File: src/rtl/mastermind_round_ctrl.sv
// Mastermind round sequencer: captures the secret, edge-detects the buttons, runs one
// grade handshake per guess and turns black/white counts into peg-feedback digits.
module mastermind_round_ctrl #(
  parameter int unsigned MAX_ROUNDS = 10
) (
  input  logic        clock_i,
  input  logic        reset_ni,
  input  logic        start_game_i,
  input  logic        grade_it_i,
  input  logic [11:0] guess_i,
  input  logic [11:0] secret_i,
  output logic        grade_req_o,
  output logic [11:0] grade_guess_o,
  output logic [11:0] grade_secret_o,
  input  logic        grade_ack_i,
  input  logic [2:0]  grade_black_i,
  input  logic [2:0]  grade_white_i,
  output logic [2:0]  feedback0_o,
  output logic [2:0]  feedback1_o,
  output logic [2:0]  feedback2_o,
  output logic [2:0]  feedback3_o,
  output logic [3:0]  round_number_o,
  output logic        won_o,
  output logic        lost_o,
  output logic        bad_guess_o
);

  localparam int unsigned PEG_W  = 3;
  localparam int unsigned NPEGS  = 4;
  localparam int unsigned CODE_W = PEG_W * NPEGS;
  localparam int unsigned RND_W  = 4;

  typedef enum logic [2:0] {
    S_IDLE,
    S_PLAY,
    S_REQ,
    S_CHECK,
    S_WON,
    S_LOST
  } state_e;

  state_e              state_q, state_d;
  logic                start_q, grade_q;
  logic                req_q, req_d;
  logic [CODE_W-1:0]   guess_q, guess_d;
  logic [CODE_W-1:0]   secret_q, secret_d;
  logic [CODE_W-1:0]   fb_q, fb_d;
  logic [RND_W-1:0]    round_q, round_d;
  logic                won_q, won_d;
  logic                lost_q, lost_d;
  logic                bad_q, bad_d;
  logic [PEG_W-1:0]    black_q, black_d;
  logic [PEG_W-1:0]    white_q, white_d;

  logic                start_edge_c;
  logic                grade_edge_c;
  logic                guess_bad_c;
  logic [PEG_W-1:0]    black_sat_c;
  logic [PEG_W-1:0]    white_sat_c;
  logic [RND_W-1:0]    pair_sum_c;
  logic [CODE_W-1:0]   fb_fill_c;

  assign start_edge_c = start_game_i & ~start_q;
  assign grade_edge_c = grade_it_i & ~grade_q;

  // A peg of 6 or 7 has both upper bits set.
  always_comb begin
    guess_bad_c = 1'b0;
    for (int i = 0; i < int'(NPEGS); i++) begin
      if (guess_i[i*PEG_W+1 +: 2] == 2'b11) guess_bad_c = 1'b1;
    end
  end

  // A faulty grader reporting black + white > 4 loses the surplus whites.
  always_comb begin
    black_sat_c = (black_q > 3'd4) ? 3'd4 : black_q;
    pair_sum_c  = {1'b0, black_sat_c} + {1'b0, white_q};
    white_sat_c = (pair_sum_c > 4'd4) ? 3'(3'd4 - black_sat_c) : white_q;
  end

  // Slots fill from feedback3 down: blacks as 2, then whites as 1, rest 0.
  always_comb begin
    fb_fill_c = '0;
    for (int i = 0; i < int'(NPEGS); i++) begin
      if (4'(NPEGS - 1 - i) < {1'b0, black_sat_c}) begin
        fb_fill_c[i*PEG_W +: PEG_W] = 3'd2;
      end else if (4'(NPEGS - 1 - i) < ({1'b0, black_sat_c} + {1'b0, white_sat_c})) begin
        fb_fill_c[i*PEG_W +: PEG_W] = 3'd1;
      end
    end
  end

  always_comb begin
    state_d  = state_q;
    req_d    = req_q;
    guess_d  = guess_q;
    secret_d = secret_q;
    fb_d     = fb_q;
    round_d  = round_q;
    won_d    = won_q;
    lost_d   = lost_q;
    bad_d    = 1'b0;
    black_d  = black_q;
    white_d  = white_q;

    if (start_edge_c) begin
      secret_d = secret_i;
      round_d  = RND_W'(1);
      fb_d     = '0;
      won_d    = 1'b0;
      lost_d   = 1'b0;
      req_d    = 1'b0;
      state_d  = S_PLAY;
    end else begin
      unique case (state_q)
        S_PLAY: begin
          if (grade_edge_c) begin
            if (guess_bad_c) begin
              bad_d = 1'b1;
            end else begin
              guess_d = guess_i;
              req_d   = 1'b1;
              state_d = S_REQ;
            end
          end
        end
        S_REQ: begin
          if (grade_ack_i) begin
            black_d = grade_black_i;
            white_d = grade_white_i;
            req_d   = 1'b0;
            state_d = S_CHECK;
          end
        end
        S_CHECK: begin
          fb_d = fb_fill_c;
          if (black_sat_c == 3'd4) begin
            won_d   = 1'b1;
            state_d = S_WON;
          end else if (round_q == RND_W'(MAX_ROUNDS)) begin
            lost_d  = 1'b1;
            state_d = S_LOST;
          end else begin
            round_d = round_q + RND_W'(1);
            state_d = S_PLAY;
          end
        end
        S_IDLE, S_WON, S_LOST: ;
        default: state_d = S_IDLE;
      endcase
    end
  end

  always_ff @(posedge clock_i or negedge reset_ni) begin
    if (!reset_ni) begin
      state_q  <= S_IDLE;
      start_q  <= 1'b0;
      grade_q  <= 1'b0;
      req_q    <= 1'b0;
      guess_q  <= '0;
      secret_q <= '0;
      fb_q     <= '0;
      round_q  <= '0;
      won_q    <= 1'b0;
      lost_q   <= 1'b0;
      bad_q    <= 1'b0;
      black_q  <= '0;
      white_q  <= '0;
    end else begin
      state_q  <= state_d;
      start_q  <= start_game_i;
      grade_q  <= grade_it_i;
      req_q    <= req_d;
      guess_q  <= guess_d;
      secret_q <= secret_d;
      fb_q     <= fb_d;
      round_q  <= round_d;
      won_q    <= won_d;
      lost_q   <= lost_d;
      bad_q    <= bad_d;
      black_q  <= black_d;
      white_q  <= white_d;
    end
  end

  assign grade_req_o    = req_q;
  assign grade_guess_o  = guess_q;
  assign grade_secret_o = secret_q;
  assign feedback0_o    = fb_q[0*PEG_W +: PEG_W];
  assign feedback1_o    = fb_q[1*PEG_W +: PEG_W];
  assign feedback2_o    = fb_q[2*PEG_W +: PEG_W];
  assign feedback3_o    = fb_q[3*PEG_W +: PEG_W];
  assign round_number_o = round_q;
  assign won_o          = won_q;
  assign lost_o         = lost_q;
  assign bad_guess_o    = bad_q;

endmodule

File: config.mk
export PLATFORM = sky130hd
export DESIGN_NAME = mastermind_round_ctrl
export DESIGN_NICKNAME = d
export VERILOG_FILES = /design/src/rtl/mastermind_round_ctrl.sv
export SDC_FILE = /design/constraint.sdc
export NUM_CORES = 1
export LEC_CHECK = 0
export ABC_AREA = 1
export CAP_MARGIN = 20
export CORE_UTILIZATION = 51
export CTS_CLUSTER_DIAMETER = 60
export DETAILED_ROUTE_END_ITERATION = 7
export GPL_ROUTABILITY_DRIVEN = 0
export GPL_TIMING_DRIVEN = 0
export PLACE_DENSITY_LB_ADDON = 0.08
export SLEW_MARGIN = 40
export SYNTH_ARGS = -nofsm -noshare
export SYNTH_HDL_FRONTEND = slang
export SYNTH_SLANG_ARGS = --single-unit
File: constraint.sdc
create_clock -name clock_i -period 6.7 [get_ports clock_i]
set_clock_uncertainty 0.1 [all_clocks]
set_input_delay 2.01 -clock clock_i [delete_from_list [all_inputs] [get_ports clock_i]]
set_output_delay 2.01 -clock clock_i [all_outputs]
set_load 0.02 [all_outputs]
# Word level (Yosys, flattened, before mapping)
# Index checks and enable logic that the tools add are counted.
# W data, S select, Z words.
# word_totals
reg_bits	55
latchBits	0
mem_bits_rw	0
romBits	0
inputBits	35
output_inout_bits	44
word_cells	106
memories	0
# classes
addsub	4
multipliers	0
div_mod_pow	0
magnitude_cmp	10
n_eq_ne	17
n_shift	0
mux	43
n_bitwise	6
reduce_logical	13
# op_table
cell	count
$mux W12	2
$mux W3	8
$mux W1	23
$mux W4	4
$pmux W3 S4	1
$reduce_and A4 Y1	3
$eq A3 B3 Y1 const B	3
$ne A3 B3 Y1 const B	3
$reduce_and A3 Y1	3
$add A3 B3 Y4	2
$eq A2 B2 Y1 const B	4
$lt A1 B4 Y1 const A	2
$lt A2 B4 Y1 const A	2
$mux W2	4
$eq A3 B2 Y1 const B	2
$lt A1 B3 Y1 const A	2
$lt A2 B3 Y1 const A	2
$ne A2 B2 Y1 const B	3
$reduce_bool A2 Y1	3
$add A4 B1 Y4 const B	1
$eq A4 B4 Y1 const B	1
$gt A4 B3 Y1 const B	1
$not A1 Y1	4
$eq A3 B1 Y1 const B	1
other kinds (8)	9

# Longest topological paths before layout
# Gate-level depths: netlist (run 1).
# logic_depth
depth_word	11
ltp_mapped	18
mapped_depth_nobuf	18

# Worst setup path before layout (run 1)
# OpenSTA, ideal clock, no wires.
# synth_path
kind	reg-to-reg
from	reg black_q[2]
to	reg fb_q[9]
setup_time_ps	120
arrival_time_ps	2742
t_required_ps	6480
path_slack_ps	3737
stages_incl_launch_ff	15
path_buffers	0
cell_sequence	dfrtp_1 > inv_2 > nand3_1 > and2_1 > ha_1 > or2_2 > nand3_1 > nand2_1 > nand2_1 > nand2_1 > ha_1 > fa_1 > or2_2 > o21ai_1 > nand2_1
# synth_between
elab_chain_cells	11
# synth_rtl
item	line_no	text
from (decl)	52	logic [PEG_W-1:0] black_q, black_d;
from (signal assigned)	181	black_q <= black_d;
$gt A3 B3 Y1	76	black_sat_c = (black_q > 3'd4) ? 3'd4 : black_q;
$mux W3 *	76	
$add A3 B3 Y4	77	pair_sum_c = {1'b0, black_sat_c} + {1'b0, white_q};
$gt A4 B3 Y1	78	white_sat_c = (pair_sum_c > 4'd4) ? 3'(3'd4 - black_sat_c) : white_q;
$mux W3	78	
$add A3 B3 Y4	87	end else if (4'(NPEGS - 1 - i) < ({1'b0, black_sat_c} + {1'b0, white_sat_c})) begin
$lt A1 B4 Y1	87	
$mux W1	87	
$mux W2 *	85	if (4'(NPEGS - 1 - i) < {1'b0, black_sat_c}) begin
$mux W12 *	115	unique case (state_q)
$mux W12 *	106	if (start_edge_c) begin
to (signal assigned)	162	fb_q <= '0;
to (signal assigned)	176	fb_q <= fb_d;
to (decl)	47	logic [CODE_W-1:0] fb_q, fb_d;
# Mark *: on every way between the ends. The rest lies on a longest branch, timed or not. The select of a mux whose other input is x is not followed.
# A chain may end at the register's enable or synchronous reset.

# Final worst setup path (run 1)
# layout_path
from	reg round_q[0], in the netlist round_number_o[0]
to	out round_number_o[0]
# layout_rtl
item	line_no	text
from (decl)	48	logic [RND_W-1:0] round_q, round_d;
from (signal assigned)	177	round_q <= round_d;
to (decl)	22	output logic [3:0] round_number_o,
# No word-level cell between the ends.

==> impl_metrics.ini, run 1 <==
[power_and_ir_drop]
swShare_pct = 41.5
power-per-cell-area_mw_per_mm2 = 385
pwr-share-comb_pct = 53.7
clkPwrFrac_pct = 12.4
vdd_drop_max_mv = 0.210
total_power_mw = 1.37
pwr-share-seq_pct = 34.0
switchingPower_uw = 568
leakage_nw = 1.79
intPower_uw = 800

[floorplan]
rows = 25
die_y_um = 73.7
die-area_mm2 = 0.00543
fp.coreArea_mm2 = 0.00485
ios = 79
die_w_um = 73.7
initial_utilization_pct = 54.1

[grt]
grt_max_degree = 37
antenna_found_initial = 0
grt_pass1_wl_um = 9490
grt_usage_pct = 22.8
grt_pass1_vias = 2157
grt-ovfl-total = 0

[setup_path]
path_cells = clkdlybuf4s50_1
cpPeakStageDelay_ns = 0.63
r2r_start = black_q[2]
endpoint_kind = output pin
critPathKind = flop to output pin
start_kind = flop
path_buf_inv = 1
endpoint = round_number_o[0]
cp.depth = 1
cpMaxStageDelayCell = clkdlybuf4s50_1
startpoint = round_number_o[0]
critical_path_arrival_ns = 1.37
crit_required_ns = 4.59
r2r_cells = 13
crit_path_max_fanout = 6
rr_endpoint = fb_q[9]
r2r_slack_ns = 3.44
cp_top_family = buffers and inverters

[clock_network]
cts_resized = 0
numCtsBuffers = 5
tritoncts_num_sinks = 51
clock_latency_ns = 0.30
postCtsHoldBufs = 0
post-cts-setup-buffer-count = 0
cts_tree = yes
clkTransAtPathRegs_ns = 0.09
clockBufferDepth = 2
htreeDepth = 2
cts_root_buf = clkbuf_8

[place]
place.port_buffers = 74
hpwl_um = 4270
preCtsSetupSlack_ns = 3.14

[sta]
setup_viol = 0
whs_ns = 0.376
setup_tns_ns = 0
timing.final.hold_violations = 0
finalCritPeriodShare_pct = 51.9
max_freq_ghz = 0.288
setup_ws_ns = 3.22
min_period_ns = 3.48
grt_setup_unrepaired = false
slew_viol_final = 0

[hold_path]
hp-class = flop to flop

[detailed_routing]
detail_route.wl_per_cell_um = 11.9
vias = 2165
postRouteAntennaNets = 0
drt_iter0_drc = 76
drc = 0
dr.pass1.iters = 4
vias_per_cell = 4.72
finalWirelength_um = 5440

[layout]
area.growth.synth_to_final_pct = 35.6
drive_above_1_share_pct = 14.5
diodes = 0
fin_nets = 437

[synthesis]
synth_top_area_share_pct = 48.7
syn_area_mm2 = 0.00262
synthCells = 306
yosysUniqueCellTypes = 32
yosysTopAreaCell = dfrtp_1
synth_top_cells_by_area = dfrtp_1 49%, nand2_1 14%, ha_1 4.8%, inv_1 4.4%, o21ai_2 4.0%
ys_seq_area_share_pct = 48.7
ys_ff_latch = 51
syn_area_per_cell_um2 = 8.57
yosys_warnings = 0

[outcome]
status = finished clean

[run]
maxCapViolCount = 0
[worst min path at each step]
| stage | startpoint | end | slack [ns] | cells past startpoint |
|---|---|---|---|---|
| 2_1_floorplan | state_q[2] | state_q[2] | 0.36 | 2 |
| 6_report | grade_req_o | grade_req_o | 0.38 | 2 |
| 3_3_place_gp | grade_req_o | grade_req_o | 0.35 | 2 |
| 3_5_place_dp | grade_req_o | grade_req_o | 0.36 | 2 |
| 5_1_grt | grade_guess_o[5] | grade_guess_o[5] | 0.41 | 2 |
| 4_1_cts | grade_req_o | grade_req_o | 0.38 | 2 |
[layout by cell type, fill, tap and decap left out, types with 9 or more instances in the layout]
master           synthesis  final
o21ai_2                 12     12
inv_1                   31     31
o21ai_1                 12     12
nand3_1                 15     15
nor2_1                  16     16
clkdlybuf4s50_1          0     73
nand2_1                 99     99
ha_1                    10     10
dfrtp_1                 51     51
nand2_2                  9      9
[synth_stat cells (all sizes together)]
master,count
inv,36
o21a,1
nor4,1
xnor2,1
nor3,2
or2,2
nand4,2
nand3,18
conb,1
o21ai,24
a22o,1
nand3b,3
buf,10
a21oi,7
clkbuf,1
fa,1
ha,10
and2,2
nand2,108
o211ai,1
dfrtp,51
nor2,23
[worst min-delay path: cells and delay by family, from the launching register on]
kind | cells | cell delay, ns
AND/OR/NAND/NOR | 2 | 0.09
flip-flops | 1 | 0.35
[stage by stage]
step           instance area [µm²]  util (%)  std cells
2_1_floorplan                 2630         -        309
3_3_place_gp                  3460      71.3        450
3_5_place_dp                  3480      71.7        451
4_1_cts                       3560      73.4        459
5_1_grt                       3560      73.4        459
6_report                      3560      73.4        459
[flip-flops by register name, indices dropped and copies added, names as in the netlist, 3 cells and up]
name and cells:
black_q 3, fb_q 8, grade_guess_o 12, grade_secret_o 12
round_number_o 4, state_q 3, white_q 3
[metal layers]
metal	vias to the layer above	wire length, µm	GRT usage (%)
met2	53	2640	39.4
li1	1121	-	-
met1	984	2510	29.0
met5	-	0	0
met4	0	74	6.20
met3	7	210	4.53
[area by class of cell]
type / count / area, µm²
Multi-Input combinational cell: 211 / 1140
Clock buffer: 7 / 76.3
Clock inverter: 1 / 5.00
Sequential cell: 51 / 1280
Fill cell: 386 / 1290
Inverter: 36 / 135
Buffer: 11 / 78.8
Tap cell: 67 / 83.8
Timing Repair Buffer: 75 / 758
[power by group through the flow]
stage                     logic, mW  registers [mW]  clock network [mW]
after global routing          0.836           0.479               0.188
after global placement        0.714           0.469                   0
after floorplan               0.417           0.543                   0
final                         0.734           0.465               0.169
after detailed placement      0.736           0.470                   0
after CTS                     0.739           0.465               0.175
[cells by family (layout without fill, tap and decap cells)]
kind of cell / Yosys count / after routing / synth area share (%)
AOI/OAI and AO/OA: 34 / 34 / 8.54
xor gates and xnor gates: 1 / 1 / 0.334
adders and majority gates: 11 / 11 / 5.53
buffers and inverters: 47 / 130 / 8.16
DFF: 51 / 51 / 48.7
other: 1 / 4 / 0.143
and+or+nand+nor: 161 / 161 / 28.6
Power figures use the tool's default switching activity.
==> run 2: changes to the inputs <==
--- a/config.mk
+++ b/config.mk
@@ -7,7 +7,7 @@
 export LEC_CHECK = 0
 export ABC_AREA = 1
 export CAP_MARGIN = 20
-export CORE_UTILIZATION = 51
+export CORE_UTILIZATION = 42
 export CTS_CLUSTER_DIAMETER = 60
 export DETAILED_ROUTE_END_ITERATION = 7
 export GPL_ROUTABILITY_DRIVEN = 0
==> constraint.sdc (replaced) <==
create_clock -name clock_i -period 3.1 [get_ports clock_i]
set_clock_uncertainty 0.1 [all_clocks]
set_input_delay 0.93 -clock clock_i [delete_from_list [all_inputs] [get_ports clock_i]]
set_output_delay 0.93 -clock clock_i [all_outputs]
set_load 0.02 [all_outputs]
==> impl_metrics.ini, run 2 (same netlist as run 1, synthesis figures left out) <==
[outcome]
status = finished clean

[detailed_routing]
vias_per_cell = 4.72
detail_route.wl_per_cell_um = 12.1
drt_iter0_drc = 74
drc = 0
vias = 2224
dr.pass1.iters = 4
postRouteAntennaNets = 0
finalWirelength_um = 5710

[layout]
fin_nets = 441
drive_above_1_share_pct = 18.9
layout_commonest_cell = nand2_1
area.growth.synth_to_final_pct = 40.0
diodes = 0
layout_common_cells = 96 x nand2_1, 73 x clkdlybuf4s50_1, 49 x dfrtp_1
layout.cells.non_filler = 471
nFillCells = 584

[floorplan]
die-area_mm2 = 0.00656
ios = 79
fp.coreArea_mm2 = 0.00596
die_w_um = 81.0
rows = 28
initial_utilization_pct = 44.0
die_y_um = 81.0

[sta]
min_period_ns = 2.98
max_freq_ghz = 0.335
slew_viol_final = 0
setup_tns_ns = 0
timing.final.hold_violations = 0
setup_viol = 0
finalCritPeriodShare_pct = 96.3

[place]
hpwl_um = 4330
place.port_buffers = 74
dp_cells = 459

[grt]
grt_max_degree = 42
grt_pass1_vias = 2159
grt_pass1_wl_um = 9570
grt_usage_pct = 19.3
grt-ovfl-total = 0
antenna_found_initial = 0

[setup_path]
crit_top_cell = nand2_1
crit_required_ns = 3.20
crit_path_max_fanout = 4
cpMaxStageDelayCell = fa_2
rr_endpoint = fb_q[9]
endpoint_kind = flop
critical_path_arrival_ns = 3.08
path_cells = inv_4, nand3_2, and2_1, ha_1, or2_2, nand3_4, nand2_2, nand2_1, nand2_1, ha_2, fa_2, or2_4, o21ai_2, nand2_1
r2r_start = black_q[2]
r2r_slack_ns = 0.12
r2r_cells = 14
critPathKind = flop to flop
cpPeakStageDelay_ns = 0.49
start_kind = flop

[power_and_ir_drop]
vdd_drop_max_mv = 0.419
power-per-cell-area_mw_per_mm2 = 882
leakage_nw = 1.82

[clock_network]
numCtsBuffers = 5
htreeDepth = 2
clockBufferDepth = 2
clkTransAtPathRegs_ns = 0.10
cts_tree = yes
tritoncts_num_sinks = 51
clock_latency_ns = 0.31
cts_root_buf = clkbuf_8
postCtsHoldBufs = 0

[run]
maxCapViolCount = 0

[hold_path]
hp-class = input pin to asynchronous set/reset pin
==> run 2: cell types whose count changed in the layout (fill, tap and decap cells not counted), sizes merged <==
cell / delta
clkinvlp: +1
clkbuf: -1
buf: +4
==> run 2: per-stage QoR <==
stage	setup slack, ns	hold WS, ns	instance area (µm²)	utilization, %	power (mW)
floorplan	0.137	0.363	2630	-	2.07
global placement	-0.556	0.360	3470	58.2	2.57
detailed placement	-0.0872	0.365	3490	58.5	2.62
CTS	0.0166	0.328	3610	60.7	3.08
global route	-0.0165	0.331	3670	61.6	3.52
finish	0.115	0.338	3670	61.6	3.24
==> run 2: worst max path at each step <==
stage / depth (start not counted) / from / slack, ns / end
2_1_floorplan: 14 / black_q[2] / 0.14 / fb_q[9]
3_3_place_gp: 1 / reset_ni / -0.56 / fb_q[3]
3_5_place_dp: 15 / black_q[2] / -0.09 / fb_q[9]
4_1_cts: 15 / black_q[2] / 0.02 / fb_q[9]
5_1_grt: 16 / black_q[2] / -0.02 / fb_q[9]
6_report: 14 / black_q[2] / 0.12 / fb_q[9]
==> run 2: repair_timing <==
item / in CTS / in global routing
gates resized for setup: 4 / 12
endpoints found under the setup margin: 3 / 4
buffers inserted: 2 / 2
pin swaps: 0 / 4
==> run 2: layout make-up <==
type / count / area (µm²) / area share, %
buffer: 11 / 78.8 / 2.15
clock buffer: 6 / 82.6 / 2.25
clock inverter: 2 / 16.3 / 0.443
inverter: 36 / 138 / 3.75
timing repair buffer: 79 / 788 / 21.5
multi-input combinational: 211 / 1190 / 32.5
tap: 75 / 93.8 / 2.56
sequential: 51 / 1280 / 34.8
==> run 2: worst max-delay path, delay by kind of cell (launching register included) <==
family          cells  cell delay [ns]
simple gates        9             1.17
flops               1             0.46
fa+ha+maj           3             0.95
compound gates      1             0.10
buf+inv             1             0.09
==> run 2: power by group <==
group | leakage (nW) | switching [mW] | total, mW | internal (mW)
logic | 1.12 | 0.978 | 1.81 | 0.832
registers | 0.653 | 0.153 | 1.01 | 0.860
clock network | 0.0474 | 0.230 | 0.413 | 0.183
total | 1.82 | 1.36 | 3.24 | 1.87
==> run 2: routing by layer <==
| layer | track usage, % | wire length (µm) | vias up |
|---|---|---|---|
| li1 | - | - | 1132 |
| met1 | 23.8 | 2510 | 1034 |
| met2 | 33.1 | 2870 | 52 |
| met3 | 4.94 | 263 | 6 |
| met4 | 5.54 | 70 | 0 |
| met5 | 0 | 0 | - |
==> run 3: changes to the inputs <==
--- a/config.mk
+++ b/config.mk
@@ -7,7 +7,9 @@
 export LEC_CHECK = 0
 export ABC_AREA = 1
 export CAP_MARGIN = 20
-export CORE_UTILIZATION = 42
+export CELL_PAD_IN_SITES_DETAIL_PLACEMENT = 1
+export CELL_PAD_IN_SITES_GLOBAL_PLACEMENT = 1
+export CORE_UTILIZATION = 31
 export CTS_CLUSTER_DIAMETER = 60
 export DETAILED_ROUTE_END_ITERATION = 7
 export GPL_ROUTABILITY_DRIVEN = 0
==> impl_metrics.ini, run 3 (same netlist as run 1, synthesis figures left out) <==
[outcome]
status = finished clean

[power_and_ir_drop]
clkPwrFrac_pct = 12.1
vdd_drop_max_mv = 0.379
switchingPower_mw = 1.36
pwr-share-seq_pct = 32.0
leakage_nw = 1.83
pwr-share-comb_pct = 56.0
swShare_pct = 42.3
power-per-cell-area_mw_per_mm2 = 865
intPower_mw = 1.85

[floorplan]
die_w_um = 94.0
die-area_mm2 = 0.00883
die_y_um = 94.0
rows = 33
fp.coreArea_mm2 = 0.00822
ios = 79
initial_utilization_pct = 31.9

[place]
hpwl_um = 5030
preCtsSetupSlack_ns = -0.194
place.port_buffers = 74
dp_cells = 489
place_area_mm2 = 0.00352

[layout]
fin_nets = 443
design_area_mm2 = 0.00371
layout_commonest_cell = nand2_1
drive_above_1_share_pct = 19.1
layout.cells.non_filler = 503
layout_common_cells = 96 x nand2_1, 73 x clkdlybuf4s50_1, 49 x dfrtp_1
area.growth.synth_to_final_pct = 41.7
diodes = 0

[detailed_routing]
drc = 0
drt_iter0_drc = 46
detail_route.wl_per_cell_um = 13.1
postRouteAntennaNets = 0
vias = 2244
vias_per_cell = 4.46
dr.pass1.iters = 6
finalWirelength_um = 6580

[sta]
finalCritPeriodShare_pct = 96.4
min_period_ns = 2.99
slew_viol_final = 0
setup_ws_ns = 0.110
setup_viol = 0
whs_ns = 0.366
timing.final.hold_violations = 0
max_freq_ghz = 0.334

[clock_network]
htreeDepth = 2
cts_tree = yes
clock_latency_ns = 0.31
clkTransAtPathRegs_ns = 0.10
numCtsBuffers = 5
cts_root_buf = clkbuf_8
clockBufferDepth = 2
tritoncts_num_sinks = 51

[grt]
grt-ovfl-total = 0
antenna_found_initial = 0
grt_pass1_vias = 2323
grt_pass1_wl_um = 11000
grt_usage_pct = 16.2
grt_max_degree = 36

[setup_path]
start_kind = flop
critical_path_arrival_ns = 3.09
crit_required_ns = 3.20
critPathKind = flop to flop
crit_path_max_fanout = 4
endpoint_kind = flop

[run]
maxCapViolCount = 0

[hold_path]
hp-class = input pin to asynchronous set/reset pin
[run 3: path summary, 6_finish.rpt]
kind                             startpoint                end  slack (ns)  cells past startpoint
worst max-delay path             black_q[2]            fb_q[9]        0.11                     14
worst min-delay path               reset_ni  grade_guess_o[10]        0.37                      1
worst max register to register   black_q[2]            fb_q[9]        0.11                     14
worst min register to register  grade_req_o        grade_req_o        0.38                      2
max in group asynchronous          reset_ni         black_q[2]        2.04                      2
min in group clock_i            grade_req_o        grade_req_o        0.38                      2
[run 3: per-stage QoR]
stage / TNS [ns] / power, mW / utilization [%]
finish: 0 / 3.21 / 45.2
global route: -0.0113 / 3.50 / 45.2
CTS: 0 / 3.19 / 44.8
detailed placement: -0.381 / 2.64 / 42.9
global placement: -36.44 / 2.61 / 42.7
floorplan: 0 / 2.07 / -
[run 3: power groups by stage]
stage                     Clock [mW]  Sequential [mW]  Combinational, mW
after floorplan                    0             1.17              0.902
after global placement             0             1.02               1.59
after detailed placement           0             1.03               1.61
after CTS                      0.411             1.02               1.76
after global routing           0.439             1.06               2.01
final                          0.387             1.03               1.80
[run 3: routing by layer]
| metal | share of wire (%) | track usage (%) | wire (µm) |
|---|---|---|---|
| met3 | 2.9 | 3.48 | 188 |
| met2 | 52 | 28.6 | 3430 |
| met1 | 44 | 19.8 | 2890 |
| met4 | 1.1 | 4.62 | 70 |
| met5 | 0 | 0 | 0 |
[run 3: worst max-delay path, stage by stage (launching register included)]
cell     delay [ns]
dfrtp_2        0.46
inv_4          0.10
nand3_4        0.08
and2_4         0.16
ha_1           0.28
or2_4          0.26
nand3_4        0.10
nand2_2        0.07
nand2_1        0.07
nand2_1        0.05
ha_2           0.18
fa_1           0.46
or2_2          0.30
o21ai_2        0.14
nand2_1        0.06
[run 3: cell type report]
class / count / area, µm²
clock buffer: 6 / 72.6
multi-input combinational: 211 / 1200
tap: 105 / 131
buffer: 11 / 78.8
fill: 974 / 4500
sequential: 51 / 1280
inverter: 36 / 138
clock inverter: 2 / 12.5
timing repair buffer: 81 / 803
[run 3: timing repair]
item	4_1_cts	5_1_grt
resized for setup	10	8
pin swaps	1	1
endpoints found under the setup margin	4	4
buffers inserted	5	1
hold buffers	0	0
